==> config.mk <==
export PLATFORM = sky130hd
export DESIGN_NAME = mem_stage
export DESIGN_NICKNAME = d
export VERILOG_FILES = /design/src/rtl/mips_pipe_pkg.sv /design/src/rtl/mem_stage_wb_pipe_reg.sv /design/src/rtl/mem_stage.sv
export SDC_FILE = /design/constraint.sdc
export NUM_CORES = 1
export LEC_CHECK = 0
export BUFFER_PORTS_ARGS = -buffer_cell sky130_fd_sc_hd__buf_2
export CAP_MARGIN = 15
export CELL_PAD_IN_SITES_DETAIL_PLACEMENT = 1
export CELL_PAD_IN_SITES_GLOBAL_PLACEMENT = 1
export CORE_UTILIZATION = 27
export DETAILED_ROUTE_END_ITERATION = 10
export GPL_ROUTABILITY_DRIVEN = 0
export PLACE_DENSITY_LB_ADDON = 0.1
export SLEW_MARGIN = 30
export SYNTH_ARGS = -nofsm -noshare
export SYNTH_HDL_FRONTEND = slang
export SYNTH_HIERARCHICAL = 1
export SYNTH_SLANG_ARGS = --single-unit
==> constraint.sdc <==
create_clock -name clk -period 2.25 [get_ports clk]
set_input_delay 0.225 -clock clk [delete_from_list [all_inputs] [get_ports clk]]
set_output_delay 0.225 -clock clk [all_outputs]
set_load 0.05 [all_outputs]
==> src/rtl/mips_pipe_pkg.sv <==
// Shared types and constants for the MIPS pipeline stages.
// Covers the memory-stage FSM, exception codes, writeback select and MEM/WB payload.
package mips_pipe_pkg;

  typedef enum logic {
    MEM_IDLE = 1'b0,
    MEM_WAIT = 1'b1
  } mem_state_e;

  localparam logic [1:0] EXC_NONE     = 2'd0;
  localparam logic [1:0] EXC_MISALIGN = 2'd1;
  localparam logic [1:0] EXC_BUSERR   = 2'd2;

  typedef enum logic [1:0] {
    WB_SEL_ALU  = 2'd0,
    WB_SEL_MEM  = 2'd1,
    WB_SEL_LINK = 2'd2
  } wb_sel_e;

  localparam int unsigned DEFAULT_TIMEOUT = 16;

  typedef struct packed {
    logic        valid;
    logic        reg_wr;
    logic [4:0]  rd;
    logic [31:0] data;
    logic [1:0]  exc;
  } memwb_t;

  // Link value outranks load data, which outranks the ALU result.
  function automatic wb_sel_e wb_select(input logic use_link, input logic mem_to_reg);
    if (use_link)        return WB_SEL_LINK;
    else if (mem_to_reg) return WB_SEL_MEM;
    else                 return WB_SEL_ALU;
  endfunction

endpackage

==> src/rtl/mem_stage_wb_pipe_reg.sv <==
// MEM/WB pipeline register: a bubble is loaded on flush or while the stage stalls.
module wb_pipe_reg
  import mips_pipe_pkg::*;
(
  input  logic   clk,
  input  logic   reset,
  input  logic   clr,
  input  logic   bubble,
  input  memwb_t d,
  output memwb_t q
);

  memwb_t q_d;
  memwb_t q_q;

  always_comb begin
    q_d = d;
    if (clr || bubble) begin
      q_d = '0;
    end
  end

  always_ff @(posedge clk or negedge reset) begin
    if (!reset) begin
      q_q <= '0;
    end else begin
      q_q <= q_d;
    end
  end

  assign q = q_q;

endmodule

==> src/rtl/mem_stage.sv <==
// MIPS memory-access stage: req/ack data-memory access with timeout, writeback
// select, MEM/WB register and forwarding outputs for the hazard unit.
module mem_stage
  import mips_pipe_pkg::*;
#(
  parameter int unsigned TIMEOUT_CYCLES = DEFAULT_TIMEOUT,
  parameter int unsigned TMO_W          = 5
) (
  input  logic        clk,
  input  logic        reset,
  input  logic        clr,
  input  logic        valid_i,
  input  logic        reg_wr_i,
  input  logic        mem_to_reg_i,
  input  logic        mem_wr_i,
  input  logic        use_link_reg_i,
  input  logic [4:0]  rd_i,
  input  logic [31:0] res_alu_i,
  input  logic [31:0] r_data_p2_i,
  input  logic [31:0] next_seq_pc_i,
  output logic        dmem_req,
  output logic        dmem_we,
  output logic [31:0] dmem_addr,
  output logic [31:0] dmem_wdata,
  input  logic        dmem_ack,
  input  logic [31:0] dmem_rdata,
  output logic        stall_o,
  output logic        fwd_reg_wr_o,
  output logic [4:0]  fwd_rd_o,
  output logic [31:0] fwd_data_o,
  output logic        fwd_is_load_o,
  output logic        valid_wb_o,
  output logic        reg_wr_wb_o,
  output logic [4:0]  rd_wb_o,
  output logic [31:0] wb_data_o,
  output logic [1:0]  exc_wb_o
);

  mem_state_e       state_q, state_d;
  logic [TMO_W-1:0] cnt_q, cnt_d;

  logic        access;
  logic        misalign;
  logic        in_wait;
  logic        req_raw;
  logic        timeout_hit;
  logic        stall_raw;
  logic [31:0] wb_data;
  memwb_t      memwb_d;
  memwb_t      memwb_q;

  always_comb begin
    access      = valid_i & (mem_to_reg_i | mem_wr_i);
    misalign    = access & (res_alu_i[1:0] != 2'b00);
    in_wait     = (state_q == MEM_WAIT);
    req_raw     = in_wait | (access & ~misalign);
    // An ack arriving on the final count still wins over the timeout.
    timeout_hit = in_wait & (cnt_q == TMO_W'(TIMEOUT_CYCLES)) & ~dmem_ack;
    stall_raw   = req_raw & ~dmem_ack & ~timeout_hit;
  end

  always_comb begin
    state_d = state_q;
    cnt_d   = cnt_q;
    unique case (state_q)
      MEM_IDLE: begin
        if (req_raw && !dmem_ack) begin
          state_d = MEM_WAIT;
          cnt_d   = TMO_W'(1);
        end
      end
      MEM_WAIT: begin
        if (dmem_ack || timeout_hit) begin
          state_d = MEM_IDLE;
          cnt_d   = '0;
        end else begin
          cnt_d = cnt_q + TMO_W'(1);
        end
      end
      default: begin
        state_d = MEM_IDLE;
        cnt_d   = '0;
      end
    endcase
  end

  always_ff @(posedge clk or negedge reset) begin
    if (!reset) begin
      state_q <= MEM_IDLE;
      cnt_q   <= '0;
    end else begin
      state_q <= state_d;
      cnt_q   <= cnt_d;
    end
  end

  always_comb begin
    unique case (wb_select(use_link_reg_i, mem_to_reg_i))
      WB_SEL_LINK: wb_data = next_seq_pc_i;
      WB_SEL_MEM:  wb_data = dmem_rdata;
      default:     wb_data = res_alu_i;
    endcase
  end

  always_comb begin
    memwb_d.valid  = valid_i;
    memwb_d.reg_wr = reg_wr_i & ~misalign & ~timeout_hit;
    memwb_d.rd     = rd_i;
    memwb_d.data   = wb_data;
    if (misalign) begin
      memwb_d.exc = EXC_MISALIGN;
    end else if (timeout_hit) begin
      memwb_d.exc = EXC_BUSERR;
    end else begin
      memwb_d.exc = EXC_NONE;
    end
  end

  wb_pipe_reg u_wb_pipe_reg (
    .clk    (clk),
    .reset  (reset),
    .clr    (clr),
    .bubble (stall_raw),
    .d      (memwb_d),
    .q      (memwb_q)
  );

  // Request and stall are withdrawn at once while reset is held, even mid-access.
  assign dmem_req   = reset & req_raw;
  assign stall_o    = reset & stall_raw;
  assign dmem_we    = mem_wr_i;
  assign dmem_addr  = {res_alu_i[31:2], 2'b00};
  assign dmem_wdata = r_data_p2_i;

  assign fwd_reg_wr_o  = valid_i & reg_wr_i;
  assign fwd_rd_o      = rd_i;
  assign fwd_data_o    = use_link_reg_i ? next_seq_pc_i : res_alu_i;
  assign fwd_is_load_o = valid_i & mem_to_reg_i;

  assign valid_wb_o  = memwb_q.valid;
  assign reg_wr_wb_o = memwb_q.reg_wr;
  assign rd_wb_o     = memwb_q.rd;
  assign wb_data_o   = memwb_q.data;
  assign exc_wb_o    = memwb_q.exc;

endmodule

==> impl_results.md <==
- Status: complete, no violations
- Worst Path Required: 2.03 ns
- Syn Area/Cell: 9.37 µm²
- First-pass GRT wire length: 15.9 mm
- Slew @ Worst Pin: 0.627 ns
- CTS sink cnt: 47
- Number of antenna violations at the first check in global routing: 0
- # rows: 41
- Comb pwr share: 0.386
- Placeable Area: 0.0128 mm²
- Drt first pass iters: 4
- Overall Power: 2.72 mW
- FF-to-FF setup slack: 0.44 ns
- IR drop worst, VDD: 0.000251 V
- Final antenna-violating net count: 0
- Rel. slew slack: 0.582
- Max-Cap Viols: 0
- Top_reg_cell synth: dfrtp_1
- Clock Pin Slew Worst Setup and Hold Paths: 0.07 ns
- Count of final setup violators: 0
- Mapped Cells: 381
- Critical path endpoint category: output pin
- Die width: 117 µm
- Cts bufs inserted: 5
- Drt via density: 4.41
- Grt ovf: 0
- Sequential fraction of the synthesis area: 0.329
- CTS tree: yes
- Internal Power: 1.63 mW
- Fin crit share: 0.933
- GRT Util Overall: 0.151
- Clk_lat worst skew: 0.28 ns
- Fillers: 1540
- Routed length per placed instance: 15.2 µm
- Final Hold Vio Count: 0
- WL final: 10.6 mm
- Min cycle time layout: 2.10 ns
- Static leakage: 2.45 nW
- Fin Setup TNS: 0 ns
- Antenna Cells: 0
- Worst path arrival time: 1.87 ns
- Setup Skew: 0.0106 ns
- GR peak layer: met2
- Kind of critical path: reg2out
- Post-CTS setup buffers: 0
- Sw Share: 0.400
- Sw Pwr: 1.09 mW
- Clk pwr share: 0.271
- Slowest stage delay, CP: 0.41 ns
- Sequential power share: 0.343
- Io pins: 289
- CP top delay family: flip-flops
- Yosys top cell by area: dfrtp_1
- Initial DRC Count: 78
- Buffers on Ports: 222
- Ys async rst share: 1.00
- H-tree Lvls: 2
- Synth top area cells: dfrtp_1 33%, buf_4 16%, nor3b_2 14%, mux2i_1 9.0%, o21ai_0 9.0%
- Met2 Resource Use GR: 0.282
- Critical-path cell list: inv_1 > ha_1 > and4bb_4 > a2111oi_2 > clkbuf_4
- Chip Height: 117 µm
- Flops & latches, synth: 47
- Top post-synthesis cells by count: 74 x buf_4, 64 x o21ai_0, 47 x dfrtp_1, 40 x nor3b_2, 35 x inv_1
- Maximum clock frequency: 476 MHz
- Unique masters post-synth: 36
- Top cell type's share of synthesized area: 0.329
- Worst path bufs/invs: 2
- Drc violations: 0
- CTS Hold Bufs: 0
- RSZ-0062 raised after global routing: no
- Crit path max fanout: 7
- Area grow syn2layout: 23.9%
- Die Footprint: 0.0137 mm²
- HP Class: in2async
- Vias in the first global route: 3041
- CP max stage cell: dfrtp_1
- CP Launch Type: flop
- Final HPWL DP: 8.02 mm
- Nets: 666
- Synthesized cell area: 0.00357 mm²
- EDFF count, synth: 0
- Yosys warns: 6
- Cell Pwr Density: 615 mW/mm²
- Fin. max-slew vios: 0
- Vias: 3062
- CTS resizes: 0
- Layout cells sized above 1: 0.538
- Largest net degree at the start of global routing: 97
- M1 GR Usage: 0.175
- Root buf cell: clkbuf_16
- Initial core utilization: 0.280
- Routing usage on met3: 0.0340
- Most common cell in the synthesized netlist: buf_4
- CTS max path bufs: 2
[metrics by stage]
step / util / std cells / worst slack, ns / area (µm²) / hold slack (ns)
3_5_place_dp: 0.335 / 687 / 0.442 / 4280 / 0.391
2_1_floorplan: - / 382 / 0.0361 / 3570 / -0.0706
5_1_grt: 0.346 / 694 / 0.00825 / 4420 / 0.118
3_3_place_gp: 0.335 / 687 / 0.457 / 4280 / 0.389
4_1_cts: 0.346 / 694 / 0.118 / 4420 / 0.0861
6_report: 0.346 / 694 / 0.151 / 4420 / 0.0508
[final cells by class]
class                      instances  area [µm²]  area share
clock inverter                     1        5.00     0.00113
multi-input combinational        206        1570       0.355
inverter                          35         131      0.0297
tap                              172         215      0.0486
timing repair buffer             227        1190       0.269
sequential                        47        1180       0.266
clock buffer                       6         139      0.0314
[layout by cell type (no fill, tap or decap), drive strengths merged]
cell type	instances
a2111oi	1
a211o	3
a211oi	2
a21oi	3
a32o	1
and2	2
and3	1
and3b	1
and4	1
and4bb	1
buf	226
clkbuf	7
clkinv	1
conb	2
dfrtp	47
ha	2
inv	35
mux2i	32
nand2	33
nand2b	1
nand3	2
nand4bb	1
nor2	3
nor2b	2
nor3	2
nor3b	42
nor4	1
nor4b	1
o21a	1
o21ai	64
o32ai	1
[worst paths after layout]
check | start | end | cells after the start
setup / recovery | cnt_q[0] | stall_o | 5
hold / removal | reset | u_wb_pipe_reg/q[3] | 2
setup reg to reg | cnt_q[0] | u_wb_pipe_reg/q[39] | 6
hold reg to reg | cnt_q[1] | cnt_q[1] | 1
max in group asynchronous | reset | u_wb_pipe_reg/q[25] | 2
min in group clk | rd_i[4] | u_wb_pipe_reg/q[38] | 2
[routing by layer]
layer  wire (µm)  vias up  part of all wire
met3         794       12             0.075
li1            -     1481                 -
met5           0        -                 0
met4          76        0            0.0072
met1        4270     1438              0.40
met2        5430      131              0.51
[kinds of logic (layout without fill, tap and decap cells)]
logic type      count (synthesis)  in the layout  synth area share
compound gates                 76             76             0.118
fa+ha+maj                       2              2           0.00701
buf+inv                       129            269             0.236
flops                          47             47             0.329
mux                            32             32            0.0897
other cells                     1              2           0.00105
simple gates                   94             94             0.219
[sequential cells by signal, summed over array words and instances, names as in the netlist]
name,cells
cnt_q,5
in_wait,1
u_wb_pipe_reg/q,41
[power by group through the flow]
stage	Sequential, mW	Combinational, mW	Clock (mW)
4_1_cts	0.933	1.07	0.767
3_5_place_dp	0.948	1.06	0
5_1_grt	0.941	1.12	0.798
3_3_place_gp	0.946	1.06	0
6_report	0.932	1.05	0.736
2_1_floorplan	1.12	0.777	0
(Power assumes the default switching activity.)
